[config.mk]
export PLATFORM = sky130hd
export DESIGN_NAME = load_store_unit
export DESIGN_NICKNAME = d
export VERILOG_FILES = /design/src/rtl/load_store_unit.sv
export SDC_FILE = /design/constraint.sdc
export NUM_CORES = 1
export LEC_CHECK = 0
export CAP_MARGIN = 30
export CORE_ASPECT_RATIO = 0.75
export CORE_MARGIN = 2
export CORE_UTILIZATION = 41
export CTS_CLUSTER_DIAMETER = 80
export DETAILED_ROUTE_END_ITERATION = 8
export PLACE_DENSITY = 0.73
export SLEW_MARGIN = 15
export SYNTH_ARGS = -nofsm -noshare
export SYNTH_HDL_FRONTEND = slang
export SYNTH_SLANG_ARGS = --single-unit
[constraint.sdc]
create_clock -name clk -period 3.3 [get_ports clk]
set_input_delay 0.495 -clock clk [delete_from_list [all_inputs] [get_ports clk]]
set_output_delay 0.495 -clock clk [all_outputs]
set_load 0.01 [all_outputs]
[src/rtl/load_store_unit.sv]
// Memory-stage load/store engine: byte-lane stores, aligned and extended loads, req/ack data port.
// Define MISALIGNED_SPLIT_EN to split misaligned accesses into two word beats; otherwise they fault.
module load_store_unit #(
    parameter int ACK_TIMEOUT = 64
) (
    input  logic        clk,
    input  logic        reset,
    input  logic        MemStart,
    input  logic        MemWrite,
    input  logic [2:0]  WidthSrc,
    input  logic [31:0] ALUResult,
    input  logic [31:0] WriteData,
    output logic        MemStall,
    output logic        MemDone,
    output logic [31:0] LoadData,
    output logic        AccessFault,
    output logic        DMemReq,
    output logic        DMemWe,
    output logic [31:0] DMemAddr,
    output logic [3:0]  DMemBE,
    output logic [31:0] DMemWData,
    input  logic        DMemAck,
    input  logic [31:0] DMemRData
);
    localparam int CNT_W = $clog2(ACK_TIMEOUT + 1);
    localparam logic [CNT_W-1:0] CNT_LAST = CNT_W'(ACK_TIMEOUT - 1);

    typedef enum logic [1:0] {
        IDLE  = 2'd0,
        BEAT0 = 2'd1,
`ifdef MISALIGNED_SPLIT_EN
        BEAT1 = 2'd2,
`endif
        FAULT = 2'd3
    } lsuState_t;

    // Lanes touched across two consecutive words: [3:0] first word, [7:4] spill into the next.
    function automatic logic [7:0] laneSpan(input logic [2:0] width, input logic [1:0] off);
        logic [7:0] m;
        case (width[1:0])
            2'b01:   m = 8'h01;
            2'b10:   m = 8'h03;
            default: m = 8'h0F;
        endcase
        return m << off;
    endfunction

    function automatic logic [31:0] extendLoad(input logic [2:0] width, input logic [31:0] raw);
        case (width[1:0])
            2'b01:   return {{24{~width[2] & raw[7]}}, raw[7:0]};
            2'b10:   return {{16{~width[2] & raw[15]}}, raw[15:0]};
            default: return raw;
        endcase
    endfunction

    lsuState_t        state, nextState;
    logic             writeQ;
    logic [2:0]       widthQ;
    logic [31:0]      addrQ, wdataQ;
    logic [CNT_W-1:0] ackCount;
    logic [7:0]       curSpan;
    logic [4:0]       lowShift;
    logic [31:0]      rawLoad;
    logic             startIllegal, acceptStart, curSplit, inBeat1, finalBeat, timedOut;

    assign startIllegal = WidthSrc inside {3'b011, 3'b100, 3'b111};
    // FAULT lasts one cycle and behaves like IDLE for intake, so back-to-back requests are not lost.
    assign acceptStart  = MemStart && (state == IDLE || state == FAULT);
    assign curSpan      = laneSpan(widthQ, addrQ[1:0]);
    assign curSplit     = |curSpan[7:4];
    assign lowShift     = {addrQ[1:0], 3'b000};
    assign timedOut     = DMemReq && !DMemAck && (ackCount == CNT_LAST);
    assign MemStall     = (state == IDLE && MemStart) || (state != IDLE);

`ifdef MISALIGNED_SPLIT_EN
    logic [31:0] loadLow;
    logic [5:0]  hiShift;

    assign hiShift = 6'd32 - {1'b0, lowShift};
    assign inBeat1 = (state == BEAT1);
    assign rawLoad = inBeat1 ? (loadLow | (DMemRData << hiShift)) : (DMemRData >> lowShift);

    always_ff @(posedge clk or posedge reset) begin
        if (reset)                         loadLow <= '0;
        else if (state == BEAT0 && DMemAck) loadLow <= DMemRData >> lowShift;
    end
`else
    logic [7:0] startSpan;
    logic       startSplit;

    assign startSpan  = laneSpan(WidthSrc, ALUResult[1:0]);
    assign startSplit = |startSpan[7:4];
    assign inBeat1    = 1'b0;
    assign rawLoad    = DMemRData >> lowShift;
`endif

    assign finalBeat = inBeat1 || !curSplit;

    always_ff @(posedge clk or posedge reset) begin
        if (reset) state <= IDLE;
        else       state <= nextState;
    end

    always_comb begin
        // NOTE: every output gets a default before the case so no path leaves one unassigned (no latches).
        nextState   = state;
        DMemReq     = 1'b0;
        DMemWe      = 1'b0;
        DMemAddr    = '0;
        DMemBE      = '0;
        DMemWData   = '0;
        AccessFault = 1'b0;
        case (state)
            IDLE, FAULT: begin
                AccessFault = (state == FAULT);
                if (!MemStart)         nextState = IDLE;
                else if (startIllegal) nextState = FAULT;
`ifdef MISALIGNED_SPLIT_EN
                else                   nextState = BEAT0;
`else
                else if (startSplit)   nextState = FAULT;
                else                   nextState = BEAT0;
`endif
            end
            BEAT0: begin
                DMemReq   = 1'b1;
                DMemWe    = writeQ;
                DMemAddr  = {addrQ[31:2], 2'b00};
                DMemBE    = curSpan[3:0];
                DMemWData = wdataQ << lowShift;
`ifdef MISALIGNED_SPLIT_EN
                if (DMemAck)       nextState = curSplit ? BEAT1 : IDLE;
`else
                if (DMemAck)       nextState = IDLE;
`endif
                else if (timedOut) nextState = FAULT;
            end
`ifdef MISALIGNED_SPLIT_EN
            BEAT1: begin
                DMemReq   = 1'b1;
                DMemWe    = writeQ;
                DMemAddr  = {addrQ[31:2], 2'b00} + 32'd4;
                DMemBE    = curSpan[7:4];
                DMemWData = wdataQ >> hiShift;
                if (DMemAck)       nextState = IDLE;
                else if (timedOut) nextState = FAULT;
            end
`endif
            default: nextState = IDLE;
        endcase
    end

    always_ff @(posedge clk or posedge reset) begin
        if (reset) begin
            writeQ   <= 1'b0;
            widthQ   <= '0;
            addrQ    <= '0;
            wdataQ   <= '0;
            ackCount <= '0;
            MemDone  <= 1'b0;
            LoadData <= '0;
        end else begin
            // NOTE: state registers use non-blocking assignments so all flops update from pre-edge values.
            if (acceptStart) begin
                writeQ <= MemWrite;
                widthQ <= WidthSrc;
                addrQ  <= ALUResult;
                wdataQ <= WriteData;
            end
            if (!DMemReq || DMemAck) ackCount <= '0;
            else                     ackCount <= ackCount + CNT_W'(1);
            MemDone <= DMemReq && DMemAck && finalBeat;
            if (DMemReq && DMemAck && finalBeat && !writeQ)
                LoadData <= extendLoad(widthQ, rawLoad);
        end
    end
endmodule

==> results.md <==
* Status: finished, final reports clean
* Crit Path Max Fanout at 10
* DP HPWL at between 10000 and 15000 um
* Non-Filler Instances at roughly 900
* DRC viols at 0
* Tcrit/Tclk final at 0.923
* GPL Wtd Cong at 0.850
* P&R area growth vs syn at 43.2%
* Worst Path Required at 2800 ps
* Post-synthesis async set-or-reset flop share at 1.00
* Setup TNS at 0 ps
* Initial drt markers at 237
* Via Count at 4758
* Starting density of the core at 0.422
* Final slew viol count at 0
* Yosys top cell by area: dfrtp_1
* Die area at approximately 15000 sq um
* Critical path capture point type: output pin
* Post-synth EDFFs at 0
* Die X-Extent at approximately 140 um
* Worst setup margin at ~250 ps
* Fmax at 328 MHz
* Core Area at 13800 sq um
* Placed Cells at 882
* TritonCTS Buffers at 9
* Layout cells sized above 1 at 0.155
* Final setup viols at 0
* Pwr/cell area at 914 nW/um^2
* CTS Root Cell: clkbuf_16
* Clock Pin Slew Worst Setup and Hold Paths at 80 ps
* Later-pin clock latency in the skew report at between 300 and 400 ps
* GRT Util Overall at 0.214
* Largest net degree at the start of global routing at 42
* First-pass GRT wire length at 25600 um
* H-tree level count at 3
* Multiplexer area fraction after synthesis at 0.201
* Post-CTS Setup Bufs at 0
* Fin nets at 833
* Antenna Nets Post-Route at 0
* Slew HR at 0.572
* Top cells by count, synth: dfrtp_1 (110), mux2_2 (73), nor2_1 (43)
* Number of global-route vias before repair at 4938
* CP arrival at 2550 ps
* Synthesized area at 5820 sq um
* Pre-Repair DR Iteration Count at 4
* Flops & latches, synth at 110
* Peak supply drop at 0.382 mV
* Post-Syn Instances at approximately 530
* Total grt overflow at 0
* Final Hold Vio Count at 0
* Number of port buffers at 206
* Max Cap Violations at 0
* CP Launch Type: flip-flop
* RSZ-0062 raised after global routing: false
* Worst Tran Pin Value at 640 ps
* Critical path class: flip-flop to output pin
* CTS tree: yes
* Hold_buf cts at 0
* Vias/cell at approximately 5.3
* Simple-Gate Fraction of Synth Area at 0.127
* Post-synth top area share at 0.473
* Post-DR wirelength/cell at 17.7 um
* Die Y at 107 um
* # resized after CTS at 0
* Synth cell types at 40
* XOR/XNOR share of the synthesized area at 0.00451
* Top post-synthesis cells by area: dfrtp_1 (47%), mux2_2 (14%), mux2i_1 (6.0%)
* Post-synthesis compound-gate area fraction at 0.128
* Ys flop type: dfrtp_1
* Sinks on Clock Net at 110
* Row count at 37
* Diode count at 0
* Most common cell in the netlist: dfrtp_1
* Max Clock Skew at 9.05 ps
* Max clock buf depth at 2
* Largest family of logic cells by synthesized area: multiplexers
* Minimum clock period after layout at 3050 ps
* Antenna violations before repair at 0
* Syn_area_per_cell at 11.0 sq um
* Power Total at 0.00762 W
* Register area share after synthesis at 0.473
* Synth Warn # at 0
* Adder-Cell Fraction of Synth Area at 0.0236
* Pre-CTS setup slack at ~640 ps
* Hold Crit Class: input pin to asynchronous set/reset pin
* Total leakage power at 3.42 nW
* IO Count at roughly 210
* Final wirelength at 15900 um
-- where the power goes --
part	internal, W	switching, W	leakage, nW	total, W
clock network	0.000547	0.000553	0.150	0.00110
registers	0.00200	0.000497	1.32	0.00249
logic	0.00217	0.00185	1.95	0.00403
-- layout make-up --
type	instances	area, sq um
Timing Repair Buffer	221	2170
Sequential cell	110	2760
Inverter	12	48.8
Fill cell	1112	5460
Tap cell	175	219
Clock inverter	7	81.3
Clock buffer	9	225
Multi-Input combinational cell	364	2840
-- routing by layer --
layer	GRT usage	wire length (um)	vias up
met5	0	0	-
met4	0.0493	133	0
met3	0.0777	1460	14
met2	0.328	7170	191
met1	0.292	7120	2315
li1	-	-	2238
-- placed cells by master (no fill, tap or decap), drive strengths merged --
master and n:
a22oi 1, buf 15, clkinvlp 1, or2b 1, nor4bb 1, clkdlybuf4s50 206, nand2b 5, nor3 9
nand3 3, o2bb2ai 8, a211oi 31, xor2 2, nor2b 18, nor3b 1, mux2 73, or3 2
a311o 1, inv 15, a211o 3, a21oi 19, xnor2 1, conb 2, o21ai 7, ha 11
dfrtp 110, a2bb2oi 24, o32ai 1, a311oi 2, mux2i 35, clkbuf 9, or2 1, nand2 17
and2 39, nor2 44, o21a 1, clkinv 3, o21bai 1
-- metrics by stage --
| step | instance area [sq um] | hold slack (ps) | utilization |
|---|---|---|---|
| finish | 8340 | 371 | 0.605 |
| global route | 8340 | 376 | 0.605 |
| CTS | 8340 | 360 | 0.605 |
| detailed placement | 8030 | 457 | 0.582 |
| global placement | 8030 | 445 | 0.582 |
| floorplan | 5830 | 433 | - |
-- worst paths after layout --
| kind | cells past startpoint | slack (ps) | endpoint | from |
|---|---|---|---|---|
| worst max-delay path | 7 | 250 | DMemWData[2] | state[1]$_DFFE_PP0P_ |
| worst min-delay path | 2 | 370 | LoadData[11]$_DFFE_PP0P_ | reset |
| worst max register to register | 7 | 710 | LoadData[5]$_DFFE_PP0P_ | state[1]$_DFFE_PP0P_ |
| worst min register to register | 1 | 460 | ackCount[0]$_DFF_PP0_ | ackCount[0]$_DFF_PP0_ |
| max in group asynchronous | 3 | 2240 | addrQ[0]$_DFFE_PP0P_ | reset |
| min in group clk | 1 | 460 | ackCount[0]$_DFF_PP0_ | ackCount[0]$_DFF_PP0_ |
-- worst max-delay path: stages, from the launching register on --
cell	delay [ps]
dfrtp_1	430
inv_1	110
ha_1	210
nand2b_1	70
buf_4	170
nor2_1	460
and2_1	220
clkdlybuf4s50_1	540
-- registers in the layout, summed over array words and instances (netlist names) --
signal,flops
LoadData,32
state,2
wdataQ,32
widthQ,3
MemDone,1
ackCount,7
writeQ,1
addrQ,32
-- cell families after synthesis --
family	after synthesis
xor gates and xnor gates	3
other	1
adders and majority gates	11
DFF	110
buffers and inverters	54
muxes	108
and+or+nand+nor	141
AOI/OAI and AO/OA	99
Note: power is estimated with default switching activity, not from simulation.
